--- config.mk ---
export PLATFORM = sky130hd
export DESIGN_NAME = data_memory
export DESIGN_NICKNAME = d
export VERILOG_FILES = /design/src/rtl/common.sv /design/src/rtl/data_memory_array.sv /design/src/rtl/data_memory.sv
export SDC_FILE = /design/constraint.sdc
export NUM_CORES = 2
export LEC_CHECK = 0
export ABC_AREA = 1
export CELL_PAD_IN_SITES_DETAIL_PLACEMENT = 0
export CELL_PAD_IN_SITES_GLOBAL_PLACEMENT = 2
export CORE_MARGIN = 4
export CORE_UTILIZATION = 43
export DETAILED_ROUTE_END_ITERATION = 16
export GPL_ROUTABILITY_DRIVEN = 1
export PLACE_DENSITY = 0.89
export SLEW_MARGIN = 15
export SYNTH_ARGS = -nofsm -noshare
export SYNTH_HDL_FRONTEND = slang
export SYNTH_SLANG_ARGS = --single-unit
--- constraint.sdc ---
create_clock -name clk -period 3.8 [get_ports clk]
set_input_delay 0.57 -clock clk [delete_from_list [all_inputs] [get_ports clk]]
set_output_delay 0.57 -clock clk [all_outputs]
set_load 0.02 [all_outputs]
--- src/rtl/common.sv ---
// Shared definitions for the memory-stage data path.
//   RESET       : active level of the synchronous reset
//   mem_size_t  : access size encoding (2'b11 is the illegal size)
//   Helpers     : alignment check, byte-enable generation, store lane
//                 replication and load extraction/extension for 32-bit words.
package common;

  localparam logic RESET = 1'b1;

  typedef enum logic [1:0] {
    MEM_BYTE = 2'b00,
    MEM_HALF = 2'b01,
    MEM_WORD = 2'b10
  } mem_size_t;

  // Byte lanes in a 32-bit data word.
  localparam int DM_LANES = 4;

  // Half needs addr[0]=0, word needs addr[1:0]=0; size 11 is always an error.
  function automatic logic misaligned(input logic [1:0] size, input logic [1:0] off);
    logic bad;
    case (size)
      MEM_BYTE: bad = 1'b0;
      MEM_HALF: bad = off[0];
      MEM_WORD: bad = (off != 2'b00);
      default:  bad = 1'b1;
    endcase
    return bad;
  endfunction

  function automatic logic [DM_LANES-1:0] byte_en(input logic [1:0] size, input logic [1:0] off);
    logic [DM_LANES-1:0] be;
    case (size)
      MEM_BYTE: be = 4'b0001 << off;
      MEM_HALF: be = off[1] ? 4'b1100 : 4'b0011;
      MEM_WORD: be = 4'b1111;
      default:  be = 4'b0000;
    endcase
    return be;
  endfunction

  // Store data arrives right-aligned; replicating it across the word puts the
  // correct bytes on every lane the byte-enable can select.
  function automatic logic [31:0] store_lanes(input logic [1:0] size, input logic [31:0] wd);
    logic [31:0] r;
    case (size)
      MEM_BYTE: r = {4{wd[7:0]}};
      MEM_HALF: r = {2{wd[15:0]}};
      default:  r = wd;
    endcase
    return r;
  endfunction

  function automatic logic [31:0] load_extend(input logic [31:0] word, input logic [1:0] size,
                                              input logic [1:0] off, input logic uns);
    logic [31:0] sh;
    logic [31:0] r;
    sh = word >> {off, 3'b000};
    case (size)
      MEM_BYTE: r = uns ? {24'h0, sh[7:0]}  : {{24{sh[7]}}, sh[7:0]};
      MEM_HALF: r = uns ? {16'h0, sh[15:0]} : {{16{sh[15]}}, sh[15:0]};
      default:  r = word;
    endcase
    return r;
  endfunction

endpackage

--- src/rtl/data_memory_array.sv ---
// Byte-lane data RAM: 2^ADDR_W words of NUM_LANES bytes.
//   clk, rst : clock, synchronous active-high reset (clears every word)
//   we, be   : write strobe and per-lane byte enables
//   re       : read strobe; rdata holds its value until the next read
//   addr     : word index shared by read and write
//   wdata    : lane-ordered write data
//   rdata    : registered read data
module data_memory_array
  import common::*;
#(
  parameter int ADDR_W    = 6,
  parameter int NUM_LANES = 4
) (
  input  logic                        clk,
  input  logic                        rst,
  input  logic                        we,
  input  logic                        re,
  input  logic [ADDR_W-1:0]           addr,
  input  logic [NUM_LANES-1:0]        be,
  input  logic [NUM_LANES-1:0][7:0]   wdata,
  output logic [NUM_LANES-1:0][7:0]   rdata
);

  localparam int DEPTH = 1 << ADDR_W;

  // Each lane owns its own storage so a byte write never touches neighbours.
  for (genvar l = 0; l < NUM_LANES; l++) begin : g_lane
    logic [7:0] mem [DEPTH];
    logic [7:0] rd_q;

    always_ff @(posedge clk) begin
      if (rst == RESET) begin
        for (int i = 0; i < DEPTH; i++) mem[i] <= '0;
        rd_q <= '0;
      end else begin
        if (we && be[l]) mem[addr] <= wdata[l];
        if (re)          rd_q      <= mem[addr];
      end
    end

    assign rdata[l] = rd_q;
  end

endmodule

--- src/rtl/data_memory.sv ---
// Memory-stage data memory responder with valid/ready request and response
// handshakes and a fixed added access latency.
//   clk, rst                  : clock, synchronous active-high reset
//   req_valid / req_ready     : request handshake (ready only in IDLE)
//   req_we, req_size,
//   req_unsigned, req_addr,
//   req_wdata                 : access descriptor, latched on accept
//   rsp_valid / rsp_ready     : response handshake (valid only in RESP)
//   rsp_rdata                 : extended load data, 0 for stores/errors
//   rsp_error                 : misaligned or illegal-size access
module data_memory
  import common::*;
#(
  parameter int DATA_ADDRESS_WIDTH = 6,
  parameter int CPU_DATA_WIDTH     = 32,
  parameter int WAIT_CYCLES        = 1
) (
  input  logic                          clk,
  input  logic                          rst,
  input  logic                          req_valid,
  output logic                          req_ready,
  input  logic                          req_we,
  input  logic [1:0]                    req_size,
  input  logic                          req_unsigned,
  input  logic [DATA_ADDRESS_WIDTH+1:0] req_addr,
  input  logic [CPU_DATA_WIDTH-1:0]     req_wdata,
  output logic                          rsp_valid,
  input  logic                          rsp_ready,
  output logic [CPU_DATA_WIDTH-1:0]     rsp_rdata,
  output logic                          rsp_error
);

  localparam int BAW = DATA_ADDRESS_WIDTH + 2;
  localparam logic [3:0] CNT_INIT = (WAIT_CYCLES > 0) ? 4'(WAIT_CYCLES - 1) : 4'd0;

  typedef enum logic [1:0] {IDLE, WAIT, RESP} state_t;

  typedef struct packed {
    logic                      we;
    logic [1:0]                size;
    logic                      uns;
    logic [BAW-1:0]            addr;
    logic [CPU_DATA_WIDTH-1:0] wdata;
  } req_t;

  state_t state_q, state_d;
  logic [3:0] cnt_q, cnt_d;
  req_t req_live, req_q, acc;
  logic err_q;
  logic accept, acc_go, acc_err;
  logic arr_we, arr_re;
  logic [DM_LANES-1:0]      arr_be;
  logic [DM_LANES-1:0][7:0] arr_wdata, arr_rdata;

  assign req_live = '{we: req_we, size: req_size, uns: req_unsigned,
                      addr: req_addr, wdata: req_wdata};

  assign req_ready = (state_q == IDLE) && (rst != RESET);
  assign accept    = req_valid && req_ready;

  always_comb begin
    state_d = state_q;
    cnt_d   = cnt_q;
    acc_go  = 1'b0;
    case (state_q)
      IDLE: if (accept) begin
        if (WAIT_CYCLES == 0) begin
          state_d = RESP;
          acc_go  = 1'b1;
        end else begin
          state_d = WAIT;
          cnt_d   = CNT_INIT;
        end
      end
      WAIT: if (cnt_q == 4'd0) begin
        state_d = RESP;
        acc_go  = 1'b1;
      end else begin
        cnt_d = cnt_q - 4'd1;
      end
      RESP: if (rsp_ready) state_d = IDLE;
      default: state_d = IDLE;
    endcase
  end

  always_ff @(posedge clk) begin
    if (rst == RESET) begin
      state_q <= IDLE;
      cnt_q   <= '0;
      req_q   <= '0;
      err_q   <= 1'b0;
    end else begin
      state_q <= state_d;
      cnt_q   <= cnt_d;
      if (accept) begin
        req_q <= req_live;
        err_q <= misaligned(req_size, req_addr[1:0]);
      end
    end
  end

  // With zero added latency the array is accessed on the accept edge itself,
  // before the latched copy exists, so the live request feeds the array.
  assign acc     = (state_q == IDLE) ? req_live : req_q;
  assign acc_err = misaligned(acc.size, acc.addr[1:0]);

  assign arr_we    = acc_go && acc.we && !acc_err;
  assign arr_re    = acc_go && !acc.we && !acc_err;
  assign arr_be    = byte_en(acc.size, acc.addr[1:0]);
  assign arr_wdata = store_lanes(acc.size, acc.wdata);

  data_memory_array #(
    .ADDR_W    (DATA_ADDRESS_WIDTH),
    .NUM_LANES (DM_LANES)
  ) u_array (
    .clk   (clk),
    .rst   (rst),
    .we    (arr_we),
    .re    (arr_re),
    .addr  (acc.addr[BAW-1:2]),
    .be    (arr_be),
    .wdata (arr_wdata),
    .rdata (arr_rdata)
  );

  // All sources are registers that only change on the edge entering RESP,
  // so the response is stable for as long as RESP is held.
  assign rsp_valid = (state_q == RESP);
  assign rsp_error = rsp_valid && err_q;
  assign rsp_rdata = (rsp_valid && !req_q.we && !err_q)
                   ? load_extend(arr_rdata, req_q.size, req_q.addr[1:0], req_q.uns)
                   : '0;

endmodule

Word-level counts from Yosys, hierarchy flattened
Memory sizes are Yosys's and may differ from the RTL's. A register that Yosys moved wholly into a read port is not among the register bits.
Cells that the tools add are included.
- output and inout port bits: 35
- RAM bits: 2048
- logic and storage cells: 103
- register bits: 51
- bits of input ports: 48
- memories kept: 4
- memory list (memory ; words ; width ; rd ports ; clocked after memory_dff ; wr ports ; RTL line ; text):
    u_array.g_lane[0].mem ; 64 ; 8 ; 1 ; 1 ; 64 ; data_memory_array.sv:28 ; logic [7:0] mem [DEPTH];
    u_array.g_lane[1].mem ; 64 ; 8 ; 1 ; 1 ; 64 ; data_memory_array.sv:28 ;
    u_array.g_lane[2].mem ; 64 ; 8 ; 1 ; 1 ; 64 ; data_memory_array.sv:28 ;
    u_array.g_lane[3].mem ; 64 ; 8 ; 1 ; 1 ; 64 ; data_memory_array.sv:28 ;
- shifts and indexed selects: 2
- add/sub/neg operators: 1
- mux-type cells: 45
- eq/ne operators: 11
- reduce and logical (&&, ||, !) cells: 31
- bitwise gates (word level): 1
- operators with widths (cell ; number):
    32-bit one-hot mux with 2 select lines ; 2
    32-bit two-way mux ; 3
    44-bit two-way mux ; 1
    8-bit two-way mux ; 4
    8-bit OR reduction ; 4
    32-bit by 5-bit right shift with 16-bit output ; 1
    6-bit two-way mux ; 4
    1-bit two-way mux ; 20
    1-bit logical AND ; 13
    4-bit two-way mux ; 3
    4-bit one-hot mux with 3 select lines ; 1
    2-bit by 1-bit equality test with 1-bit output (second input constant) ; 4
    2-bit logical NOT ; 4
    4-bit one-hot mux with 2 select lines ; 1
    2-bit equality test (second input constant) ; 3
    2-bit two-way mux ; 3
    2-bit != test (second input constant) ; 3
    1-bit one-hot mux with 3 select lines ; 2
    2-bit one-hot mux with 3 select lines ; 1
    3-bit AND reduction ; 2
    2-bit nonzero test ; 3
    1-bit logical NOT ; 4
    4-bit logical NOT ; 1
    1-bit by 2-bit << shifter with 4-bit output (first input constant) ; 1
    3 further kinds ; 3

Logic depth before layout (Yosys ltp)
- word-level depth: 12
- depth in mapped cells: 16
- mapped depth without buffers: 13

Hierarchy
From an unflattened synthesis, not the netlist that was laid out.
- cells, all modules: 12015
- area, all modules: 101120.7 um2
- modules (own cells, without submodules) (module ; cells an instance ; area each (um2) ; times used):
    data_memory_array ; 11422 ; 97604.9 ; 1
    data_memory ; 593 ; 3515.9 ; 1

Worst setup path before layout
OpenSTA, ideal clock, no wires.
- path kind: register to output
- from: reg state_q[1]
- to: out rsp_rdata[6]
- path slack: 1.298 ns
- buffers on the path: 1
- data required time: 3.230 ns
- arrival: 1.932 ns
- stages on the path, launching flop included: 8
- cell sequence: dfxtp_1 > inv_1 > nor2_1 > inv_1 > nor3_1 > inv_1 > clkbuf_1 > a221oi_1
- word-level cells in the longest chain between the ends: 4
- RTL lines (what ; RTL line ; text):
    start: declaration ; data_memory.sv:46 ; state_t state_q, state_d;
    start signal: assignment ; data_memory.sv:93 ; state_q <= state_d;
    2-bit equality test ; data_memory.sv:128 ; assign rsp_valid = (state_q == RESP);
    named net rsp_valid ; data_memory.sv:27 ; output logic rsp_valid,
    1-bit logical AND (2 in a row) ; data_memory.sv:130 ; assign rsp_rdata = (rsp_valid && !req_q.we && !err_q)
    32-bit two-way mux ; data_memory.sv:131 ; ? load_extend(arr_rdata, req_q.size, req_q.addr[1:0], req_q.uns)
    end: declaration ; data_memory.sv:29 ; output logic [CPU_DATA_WIDTH-1:0] rsp_rdata,
The timed path passes the listed nets, and every way through them passes these cells.

==> impl_metrics.csv <==
group,metric,value,unit
routing,num_vias,78000,
clock_network,cts-root-buf,"clkbuf_16",
timing,hold_viol,0,
clock_network,cts.sinks,2131,
placed_design,dp_hpwl,231400,microns
routing,drt_first_pass_iters,7,
status,status,"finished clean",
grt,antenna_found_initial,13,
hold_path,hold_class,"primary input to flip-flop",
critical_path,cp.required,4320,ps
floorplan,fp-row-count,178,
synth,ys_warn_count,0,
routing,drc,0,
synth,postSynthCellCount,11500,
clock_network,cts_max_level,4,
routing,vias_per_cell,5.141,
power,netSwitchingFraction,29.18,%
timing,fin_crit_sh,95.99,%
critical_path,worstPathMaxFanout,11,
floorplan,initial_utilization,43.24,%
floorplan,ios,83,
critical_path,crit_end,"u_array.g_lane[3].mem[34][2]",
grt,grt_usage,27.13,%
power,pwr-share-seq,45.0,%
floorplan,coreArea,0.2352,sq mm
timing,finalSetupTns,0,ps
grt,grt_pass1_wl,488400,microns
floorplan,die_w,494.3,microns
timing,relSlewSlack,20.96,%
critical_path,critPathLaunchType,"flip-flop",
timing,worst_slew_pin_slew,1186,ps
critical_path,critical_path_class,"flip-flop to flip-flop",
floorplan,die_h,494.3,microns
power,p_sw,17.32,mW
synth,synth_cell_types,38,
hold_path,hp-start,"rst",
layout,drive_above_1_share,9.170,%
layout,nets,11860,
synth,synth-seq-cells,2131,
floorplan,die_area,0.2443,sq mm
critical_path,r2r_setup_slack,150,ps
routing,routed_wl,335700,microns
critical_path,r2r_end,"u_array.g_lane[3].mem[34][2]",
timing,fmax,0.2742,GHz
clock_network,clock_tree.buffer_depth,3,
timing,finalClockSkew,36.08,ps
grt,grt_pass1_vias,75350,
power,peakVddDrop,484.2,uV
timing,finalCriticalPeriod,3648,ps
critical_path,arrival,4170,ps
power,intPower,42.05,mW
layout,post-route-util,50.38,%
synth,syn_nets,11550,
routing,wl_per_cell,22.13,microns
critical_path,worstReg2RegStart,"state_q[0]",
power,pwr-share-clk,38.0,%
clock_network,tritoncts,"built",
placed_design,io_buffer_count,82,
routing,drt_iter0_markers,7743,
routing,postRouteAntennaNets,0,
grt,grt_max_degree,109,
power,leakagePower,52.27,nW
hold_path,hold_path_depth,4,
power,power_density,501.1,mW/mm^2
clock_network,numCtsBuffers,228,
clock_network,clk_latency,880,ps
clock_network,post_cts_buffers,0,
synth,seq_area_frac_synth,62.11,%
clock_network,ctsHoldBuffers,0,
job,drv_cap,0,
layout,syn_to_final_growth,16.52,%
synth,postSynthAreaPerCell,8.840,sq um
timing,rsz0062_at_grt,"no",
power,combPwrFrac,17.0,%
critical_path,cp-end-kind,"flip-flop",
critical_path,crit_path_start,"state_q[0]",
synth,syn_area,0.1017,sq mm
placed_design,gp_congestion,0.9336,
grt,grt_overflow,0,
clock_network,clk_pin_slew,60,ps
timing,setup_viol,0,
critical_path,worstRegToRegCells,8,
timing,finalMaxSlewViolations,0,
==> power groups by stage <==
| stage | Sequential, mW | Combinational [mW] | Clock, mW |
|---|---|---|---|
| 2_1_floorplan | 27.1 | 5.24 | 0 |
| 3_3_place_gp | 27.2 | 9.99 | 0 |
| 3_5_place_dp | 27.2 | 10.0 | 0 |
| 4_1_cts | 26.7 | 10.1 | 22.9 |
| 5_1_grt | 26.8 | 10.8 | 23.9 |
| 6_report | 26.7 | 10.1 | 22.6 |
==> cell type report <==
| type | instances | area [sq um] |
|---|---|---|
| tap | 3150 | 3941 |
| clock inverter | 153 | 1574 |
| fill | 22060 | 116700 |
| sequential | 2131 | 63160 |
| multi-input combinational | 6858 | 29180 |
| timing repair buffer | 742 | 7642 |
| clock buffer | 280 | 6016 |
| antenna | 5 | 12.51 |
| inverter | 1853 | 6963 |
==> how the worst min path moves through the flow <==
stage	slack, ps	end
global placement	460	req_q[26]
detailed placement	470	req_q[28]
floorplan	450	req_q[24]
global route	240	u_array.g_lane[0].rd_q[7]
CTS	180	u_array.g_lane[0].rd_q[7]
finish	250	req_q[23]
==> layout by cell type, fill, tap and decap left out, types with 10 or more instances in the layout <==
cell type	instances
nand3_1	737
nand2_2	10
clkinv_1	51
buf_12	156
edfxtp_1	2048
inv_1	1828
bufinv_16	27
clkdlybuf4s50_1	50
o21ai_1	22
dlygate4sd2_1	16
clkinv_2	54
a21oi_4	10
inv_2	23
clkbuf_1	45
o21ai_0	251
nand2_1	2920
clkbuf_16	232
o211ai_1	348
buf_4	504
a21oi_1	65
dfxtp_1	82
nor2_1	2385
clkbuf_2	13
o21ai_4	17
nand4_1	27
==> synth_stat cells <==
master       n  area share (%)
o21ai_4      1           0.016
o211ai_1   348             2.6
buf_2      185            0.91
dfxtp_1     83             1.6
clkbuf_1   399             1.5
clkinv_1     1          0.0037
nor2_2       5           0.031
a211oi_1     1          0.0074
a21oi_2      8           0.069
nand3_1    738             3.6
o21ai_1     19           0.094
nand4_4      1           0.021
o21ai_2      7           0.060
a221oi_1     7           0.060
o22ai_1      7           0.043
or2_1        1          0.0062
nor3_2       4           0.039
o21ai_0    266             1.3
o32ai_1      6           0.052
nor2_4       1           0.011
buf_4       11           0.081
o311ai_0     1          0.0086
inv_2       22           0.081
inv_1     1830             6.8
nor3_4       1           0.016
nor3_1       5           0.025
o31ai_1      1          0.0074
nand2_2     10           0.062
a21oi_1     67            0.33
edfxtp_1  2048              60
nor2_1    2391             8.8
ha_1         2           0.025
a31oi_1      7           0.043
nand2_1   2923              11
buf_1       68            0.25
nand4_1     27            0.17
a22oi_1      1          0.0074
o211a_1      1          0.0098
==> flip-flops by register name, indices dropped and copies added (netlist names) <==
| signal | count |
|---|---|
| u_array.g_lane.mem | 2048 |
| req_q | 44 |
| u_array.g_lane.rd_q | 32 |
| cnt_q | 4 |
| state_q | 2 |
| err_q | 1 |
==> metal layers <==
layer | GRT usage, % | wire [microns] | vias up
li1 | - | - | 37090
met1 | 34.86 | 134000 | 37570
met2 | 45.02 | 159200 | 2810
met3 | 4.377 | 24590 | 520
met4 | 12.61 | 17690 | 4
met5 | 0.5479 | 201 | -
==> kinds of logic (layout without fill, tap and decap cells) <==
| group | Yosys count | after routing | share of synthesized area (%) |
|---|---|---|---|
| other cells | 0 | 5 | 0 |
| fa+ha+maj | 2 | 2 | 0.02460 |
| compound gates | 748 | 748 | 4.685 |
| buf+inv | 2516 | 3028 | 9.555 |
| simple gates | 6107 | 6108 | 23.62 |
| flops | 2131 | 2131 | 62.11 |
==> critical path, cell delays in order (launching register included) <==
cell	delay, ps
dfxtp_1	400
nor2_2	550
nand2_1	190
o21ai_4	230
nand3_2	390
nor2_1	780
buf_4	290
nand2_1	110
nand2_1	350
==> metrics by stage <==
step	power, mW	std cells	hold slack [ps]	setup slack [ps]	area, sq um
CTS	59.63	15170	175.8	36.08	118500
global placement	37.16	14730	457.3	-252.7	110900
floorplan	32.34	11500	445.9	1298	101700
finish	59.37	15170	250.6	152.4	118500
global route	61.43	15170	240.7	7.875	118500
detailed placement	37.23	14730	467.9	-268.3	110900
==> repair_timing <==
| action | in CTS | in global routing |
|---|---|---|
| setup endpoints to repair | 40 | 60 |
| resized for setup | 41 | 31 |
| cloned | 0 | 1 |
| pin swaps | 0 | 1 |
No activity file was read; power rests on OpenSTA's default activity.
